### config.mk
export PLATFORM = sky130hd
export DESIGN_NAME = stream_fifo
export DESIGN_NICKNAME = d
export VERILOG_FILES = /design/src/rtl/stream_fifo.sv
export SDC_FILE = /design/constraint.sdc
export NUM_CORES = 1
export LEC_CHECK = 0
export CAP_MARGIN = 20
export CORE_ASPECT_RATIO = 0.8
export CORE_MARGIN = 1
export CORE_UTILIZATION = 40
export CTS_CLUSTER_DIAMETER = 80
export DETAILED_ROUTE_END_ITERATION = 16
export PLACE_DENSITY = 0.55
export RECOVER_POWER = 25
export SYNTH_ARGS = -nofsm -noshare
export SYNTH_HDL_FRONTEND = slang
export SYNTH_SLANG_ARGS = --single-unit
export TNS_END_PERCENT = 50
### constraint.sdc
create_clock -name clk -period 3.36 [get_ports clk]
set_input_delay 0.504 -clock clk [delete_from_list [all_inputs] [get_ports clk]]
set_output_delay 0.504 -clock clk [all_outputs]
set_load 0.005 [all_outputs]
### src/rtl/stream_fifo.sv
// First-word-fall-through elastic buffer for the arbiter's 16-bit stb/ack output stream.
// Occupancy is tracked in an explicit counter; full/empty and both handshakes decode from it.
module stream_fifo #(
   parameter int WIDTH     = 16,
   parameter int DEPTH     = 8,
   parameter int ADDR_BITS = 3
) (
   input  logic                 clk,
   input  logic                 rst,
   input  logic [WIDTH-1:0]     input_z,
   input  logic                 input_z_stb,
   output logic                 input_z_ack,
   output logic [WIDTH-1:0]     output_q,
   output logic                 output_q_stb,
   input  logic                 output_q_ack,
   output logic [ADDR_BITS:0]   count,
   output logic                 full,
   output logic                 empty
);

   localparam logic [ADDR_BITS:0]   FULL_COUNT = (ADDR_BITS+1)'(DEPTH);
   localparam logic [ADDR_BITS:0]   CNT_ONE    = (ADDR_BITS+1)'(1);
   localparam logic [ADDR_BITS-1:0] PTR_ONE    = (ADDR_BITS)'(1);

   logic [WIDTH-1:0]     mem [DEPTH];
   logic [ADDR_BITS-1:0] wr_ptr;
   logic [ADDR_BITS-1:0] rd_ptr;
   logic                 wr_en;
   logic                 rd_en;

   // Status comes only from the registered count, so neither handshake depends on
   // the opposite side's inputs in the same cycle (no write-through, no bypass).
   assign full         = (count == FULL_COUNT);
   assign empty        = (count == '0);
   assign input_z_ack  = !full;
   assign output_q_stb = !empty;
   assign output_q     = empty ? '0 : mem[rd_ptr];

   assign wr_en = input_z_stb && !full;
   assign rd_en = output_q_ack && !empty;

   // NOTE: storage has no reset; pointers and count are reset, so stale words are unreachable.
   always_ff @(posedge clk) begin
      if (wr_en && rst)
         mem[wr_ptr] <= input_z;
   end

   // NOTE: sequential state uses non-blocking assignments so every register samples pre-edge values.
   always_ff @(posedge clk or negedge rst) begin
      if (!rst) begin
         wr_ptr <= '0;
         rd_ptr <= '0;
         count  <= '0;
      end else begin
         if (wr_en)
            wr_ptr <= wr_ptr + PTR_ONE;
         if (rd_en)
            rd_ptr <= rd_ptr + PTR_ONE;
         case ({wr_en, rd_en})
            2'b10:   count <= count + CNT_ONE;
            2'b01:   count <= count - CNT_ONE;
            default: count <= count;
         endcase
      end
   end

endmodule

# After elaboration in Yosys (flattened, before gate mapping)
# Memories as Yosys holds them, arrays and structs flattened.
# Index checks and enable logic that the tools add are counted.
# Widths: inputs -> output; s select.
dict set report op_classes {
  n_addsub 4
  n_mul 0
  n_div 0
  n_lt_le_gt_ge 0
  n_eq_ne 3
  n_shift 0
  muxes 4
  bitwise 0
  n_reduce_logical 7
}
# cell n
set ops {}
lappend ops {{$mux 16} 1}
lappend ops {{$pmux 4 s2} 1}
lappend ops {{$add 3x1->3 const B} 2}
lappend ops {{$add 4x1->4 const B} 1}
lappend ops {{$eq 4x4->1 const B} 1}
lappend ops {{$logic_not 4->1} 1}
lappend ops {{$sub 4x1->4 const B} 1}
lappend ops {{$logic_and 1x1->1} 3}
lappend ops {{$eq 2x1->1 const B} 1}
lappend ops {{$eq 2x2->1 const B} 1}
lappend ops {{$logic_not 1->1} 2}
lappend ops {{$mux 1} 2}
lappend ops {{$reduce_bool 2->1} 1}
dict set report word_totals {
  register_bits 10
  latch_bits 0
  ram_bits 128
  romBits 0
  output_inout_bits 24
  word_cells 22
  n_memories 1
}
# name depth width read_ports rd_clocked_by_memory_dff wr line_no
set mem_list {}
lappend mem_list {mem 8 16 1 0 1 25} ;# logic [WIDTH-1:0] mem [DEPTH];

# Logic depth before layout (Yosys ltp)
dict set report logic_depth {
  depth_word 6
  mapped_depth 9
  depth_no_buf 8
}

# Worst setup path after synthesis
# OpenSTA, ideal clock, no wires.
dict set report synth_timing {
  kind {register to register}
  startpoint {reg count[2]}
  endpoint {reg count[3]}
  setup_ps 134
  t_arrival_ps 2813
  required_time_ps 3226
  setup_slack_ps 413
  stages_incl_launch_ff 9
  path_buffers 1
  period_less_slack_ps 2947
  cell_sequence {dfrtp_1 -> or4b_2 -> clkbuf_1 -> nand2_1 -> ha_1 -> ha_1 -> or4b_2 -> o311ai_0 -> o211ai_1}
}
dict set report synth_via {
  elab_chain_len 5
  elab_cells_between_ends 12
  classes_between {add/sub: 2; eq/ne: 3; mux: 1; reduce/logical: 6}
}
# element line_no
set synth_lines {}
lappend synth_lines {{from (decl)} 16} ;# output logic [ADDR_BITS:0] count,
lappend synth_lines {{from (signal assigned)} 60} ;# 2'b10: count <= count + CNT_ONE;
lappend synth_lines {{from (signal assigned)} 61} ;# 2'b01: count <= count - CNT_ONE;
lappend synth_lines {{from (signal assigned)} 62} ;# default: count <= count;
lappend synth_lines {{$eq 4x4->1 *} 33} ;# assign full = (count == FULL_COUNT);
lappend synth_lines {{$logic_not 1->1 *} -}
lappend synth_lines {{named net input_z_ack} 12} ;# output logic input_z_ack,
lappend synth_lines {{$logic_and 1x1->1 *} 39} ;# assign wr_en = input_z_stb && !full;
lappend synth_lines {{$eq 2x1->1 / $eq 2x2->1 (equally long branches)} 59} ;# case ({wr_en, rd_en})
lappend synth_lines {{$pmux 4 s2 / $reduce_bool 2->1 (equally long branches)} -}
# Mark *: on every way through the listed nets, which the timed path passes. The rest lies on a longest branch.
# A chain may end at the register's enable or synchronous reset.

# Worst setup path in the final report
dict set report layout_timing {
  startpoint {reg count[0]}
  endpoint {out output_q[14]}
}
dict set report layout_via {
  elab_chain_len 2
}
# element line_no
set layout_lines {}
lappend layout_lines {{$logic_not 4->1} 34} ;# assign empty = (count == '0);
lappend layout_lines {{$mux 16} 37} ;# assign output_q = empty ? '0 : mem[rd_ptr];
lappend layout_lines {{to (decl)} 13} ;# output logic [WIDTH-1:0] output_q,
# No other way between the ends.

==> impl_results.rst <==
.. list-table::
   :header-rows: 1

   * - Metric
     - Value
   * - Starting Density
     - 0.417
   * - Power density relative to cell area
     - 892 nW/µm²
   * - Part of the total power dissipated in sequential elements
     - 0.361
   * - Die height
     - 107 µm
   * - Clock sink count
     - 138
   * - Number of violations reported at the end of detailed-routing iteration 0
     - 121
   * - Ant. Diodes
     - 0
   * - Setup-failing EPs final
     - 0
   * - Insertion delay to the later sink of the worst-skew pair
     - 0.40 ns
   * - Post-synthesis cell type count
     - 32
   * - Count of cells resized by post-cts repair
     - 0
   * - Max Freq
     - 310 MHz
   * - Reported max-cap violation count
     - 0
   * - Most common cell after layout, fill and taps aside
     - edfxtp_1
   * - Pint
     - 4.48 mW
   * - CTS Hold Bufs
     - 0
   * - Accumulated negative setup slack
     - 0 ns
   * - Worst path required time
     - 2.86 ns
   * - Vias in the first global route
     - 2,785
   * - Part of the power in combinational logic
     - 0.306
   * - Master of the slowest instance on the critical path
     - nor2_1
   * - Number of vias in the routed layout
     - 2,650
   * - Critical Path Start Type
     - flop
   * - Leftover overflow at the end of global routing
     - 0
   * - Detailed-route wire length
     - 10.3 mm
   * - Register clock-pin slew on the reported worst setup and hold paths
     - 0.06 ns
   * - Series of cell instances along the critical path
     - or4_4 -> inv_1 -> nor2_1 -> buf_4 -> a22o_1 -> clkdlybuf4s50_1
   * - Result of the run
     - finished clean
   * - WS Path Type
     - flop to output pin
   * - Worst supply voltage drop on vdd
     - 0.363 mV
   * - Sort of element at the end of the critical path
     - output pin
   * - DRT antenna net count
     - 0
   * - Maximum clock skew at final layout
     - 0.00595 ns
   * - Number of antenna violations at the first check in global routing
     - 0
   * - Global-route total usage across every layer
     - 0.162
   * - Post-detailed-route via-to-cell ratio
     - 5.18
   * - Arrival time reported for the critical path endpoint
     - 2.73 ns
   * - Share of layout cells above drive strength 1
     - 0.291
   * - Static power due to leakage
     - 2.30 nW
   * - Final hold violation count
     - 0
   * - Delay contributed by the slowest stage of the critical path
     - 0.59 ns
   * - Part of the Yosys area used for sequential elements
     - 0.750
   * - Die Span X
     - 133 µm
   * - Synth-to-layout area growth
     - 25.4%
   * - Sum of net half-perimeters after detailed placement
     - 6.21 mm
   * - Worst slew margin relative to its limit
     - 0.479
   * - Switching power
     - 1.63 mW
   * - Core footprint
     - 13,100 µm²
   * - Average instance area after synthesis
     - 21.2 µm²
   * - Hold Crit Class
     - primary input to asynchronous set/reset pin
   * - Number of buffer and inverter stages on the critical path
     - 3
   * - Yosys warnings
     - 0
   * - Post-layout minimum cycle time
     - 3.23 ns
   * - Share of total power consumed by net switching
     - 0.267
   * - Number of buffers between clock root and the deepest sink
     - 2
   * - Final net count
     - 350
   * - Commonest non-fill, non-tap cells in the layout
     - edfxtp_1, clkdlybuf4s50_1, mux4_2
   * - Pin count of the biggest net entering global routing
     - 19
   * - First drt pass iteration count
     - 4
   * - Wire length of the first global-routing pass
     - 16.2 mm
   * - Final Slew Violations
     - 0
   * - Number of rows created at floorplan
     - 37
   * - Post-Syn Instances
     - 258
   * - Cell area after technology mapping
     - 5460 µm²
   * - Top-level I/O count
     - 44
   * - Number of nets produced by synthesis
     - 284
   * - Routability-driven placement congestion ratio
     - 0.698
   * - Total power
     - 6.11 mW
   * - Count of port buffers added during placement
     - 43
   * - Drt wl/cell
     - 20.1 µm
   * - Die Area
     - 14,100 µm²
   * - CTS Buf Count
     - 17
   * - Setup repair after global routing missed its margin
     - no
   * - Cell at the root of the clock tree
     - clkbuf_16
   * - Number of post-CTS setup repair buffers
     - 0
   * - Number of storage elements in the synthesis netlist
     - 138
   * - Share of the clock period used by the worst path
     - 0.961
   * - Kind of cell adding the most delay to the critical path
     - buffers and inverters
   * - Portion of total power attributed to the clock network
     - 0.333
   * - H-Tree Level Count
     - 4
   * - TritonCTS clock tree
     - done
   * - Top fanout value on the critical path
     - 9
   * - Remaining design rule violation count
     - 0
   * - Tightest Pin Transition
     - 0.779 ns
==> flip-flops by register name, indices dropped and copies added (netlist names) <==
register  count
count         4
mem         128
rd_ptr        3
wr_ptr        3
==> metal layers <==
layer | routed length, µm | vias to the layer above | GRT usage | part of all wire
met3 | 398 | 7 | 0.0377 | 0.039
met1 | 4770 | 1392 | 0.214 | 0.46
met5 | 0 | - | 0 | 0
met4 | 78 | 0 | 0.0665 | 0.0076
li1 | - | 1204 | - | -
met2 | 5060 | 47 | 0.259 | 0.49
==> worst paths after layout <==
check	from	end	slack, ns	depth (start not counted)
min in group clk	rd_ptr[2]	rd_ptr[2]	0.50	1
max in group asynchronous	rst	rd_ptr[0]	2.26	2
max reg2reg	count[2]	count[3]	0.23	7
max	count[0]	output_q[14]	0.13	6
min	rst	count[2]	0.41	1
min reg2reg	rd_ptr[2]	rd_ptr[2]	0.50	1
==> cells by family (layout without fill, tap and decap cells) <==
| kind of cell | Yosys count | count (layout) | synth area share |
|---|---|---|---|
| compound gates | 22 | 22 | 0.0348 |
| buf+inv | 21 | 100 | 0.0204 |
| fa+ha+maj | 6 | 6 | 0.0151 |
| mux | 36 | 36 | 0.140 |
| xor+xnor | 6 | 6 | 0.00962 |
| flops | 138 | 138 | 0.750 |
| simple gates | 29 | 29 | 0.0305 |
==> final cells by class <==
cell class	count	area, µm²
fillers	1028	6250
repair buffers	61	587
well taps	175	219
clock buffers	18	429
flip-flops and latches	138	4100
multi-input cells	99	1280
inverters	7	26.3
clock inverters	14	218
==> through the flow <==
step                      instances  setup WS, ns  cell area (µm²)  utilization  hold WS (ns)
after global routing            512       0.00116             6850        0.523         0.411
final                           512         0.130             6850        0.523         0.408
after global placement          480         0.349             6210        0.474         0.484
after detailed placement        480         0.246             6210        0.474         0.496
after CTS                       512        0.0626             6850        0.523         0.333
after floorplan                 258         0.413             5460            -         0.208
==> cells in the mapped netlist (all sizes together) <==
| cell | count | area [µm²] |
|---|---|---|
| mux4 | 32 | 721 |
| nor3b | 3 | 22.5 |
| mux2 | 3 | 33.8 |
| fa | 1 | 20.0 |
| o21ai | 1 | 5.00 |
| clkbuf | 5 | 18.8 |
| ha | 5 | 62.6 |
| xor2 | 1 | 8.76 |
| mux2i | 1 | 10.0 |
| a2111o | 1 | 11.3 |
| dfrtp | 10 | 250 |
| o211ai | 1 | 7.51 |
| nor2 | 5 | 18.8 |
| a22o | 16 | 148 |
| or4b | 2 | 20.0 |
| xnor2 | 5 | 43.8 |
| o311ai | 1 | 8.76 |
| inv | 7 | 26.3 |
| or3b | 1 | 8.76 |
| and2 | 1 | 8.76 |
| edfxtp | 128 | 3840 |
| nand2 | 5 | 18.8 |
| or4 | 1 | 11.3 |
| a21oi | 2 | 10.0 |
| nand3b | 1 | 7.51 |
| buf | 9 | 66.3 |
| nor3 | 4 | 20.0 |
| nand3 | 6 | 30.0 |
==> power by group through the flow <==
| stage | logic, mW | registers, mW | clock network [mW] |
|---|---|---|---|
| 6_report | 1.87 | 2.20 | 2.04 |
| 5_1_grt | 2.05 | 2.23 | 2.14 |
| 4_1_cts | 1.92 | 2.21 | 2.07 |
| 3_5_place_dp | 1.91 | 2.24 | 0 |
| 3_3_place_gp | 1.90 | 2.24 | 0 |
| 2_1_floorplan | 1.17 | 2.18 | 0 |
(Power assumes the default switching activity.)
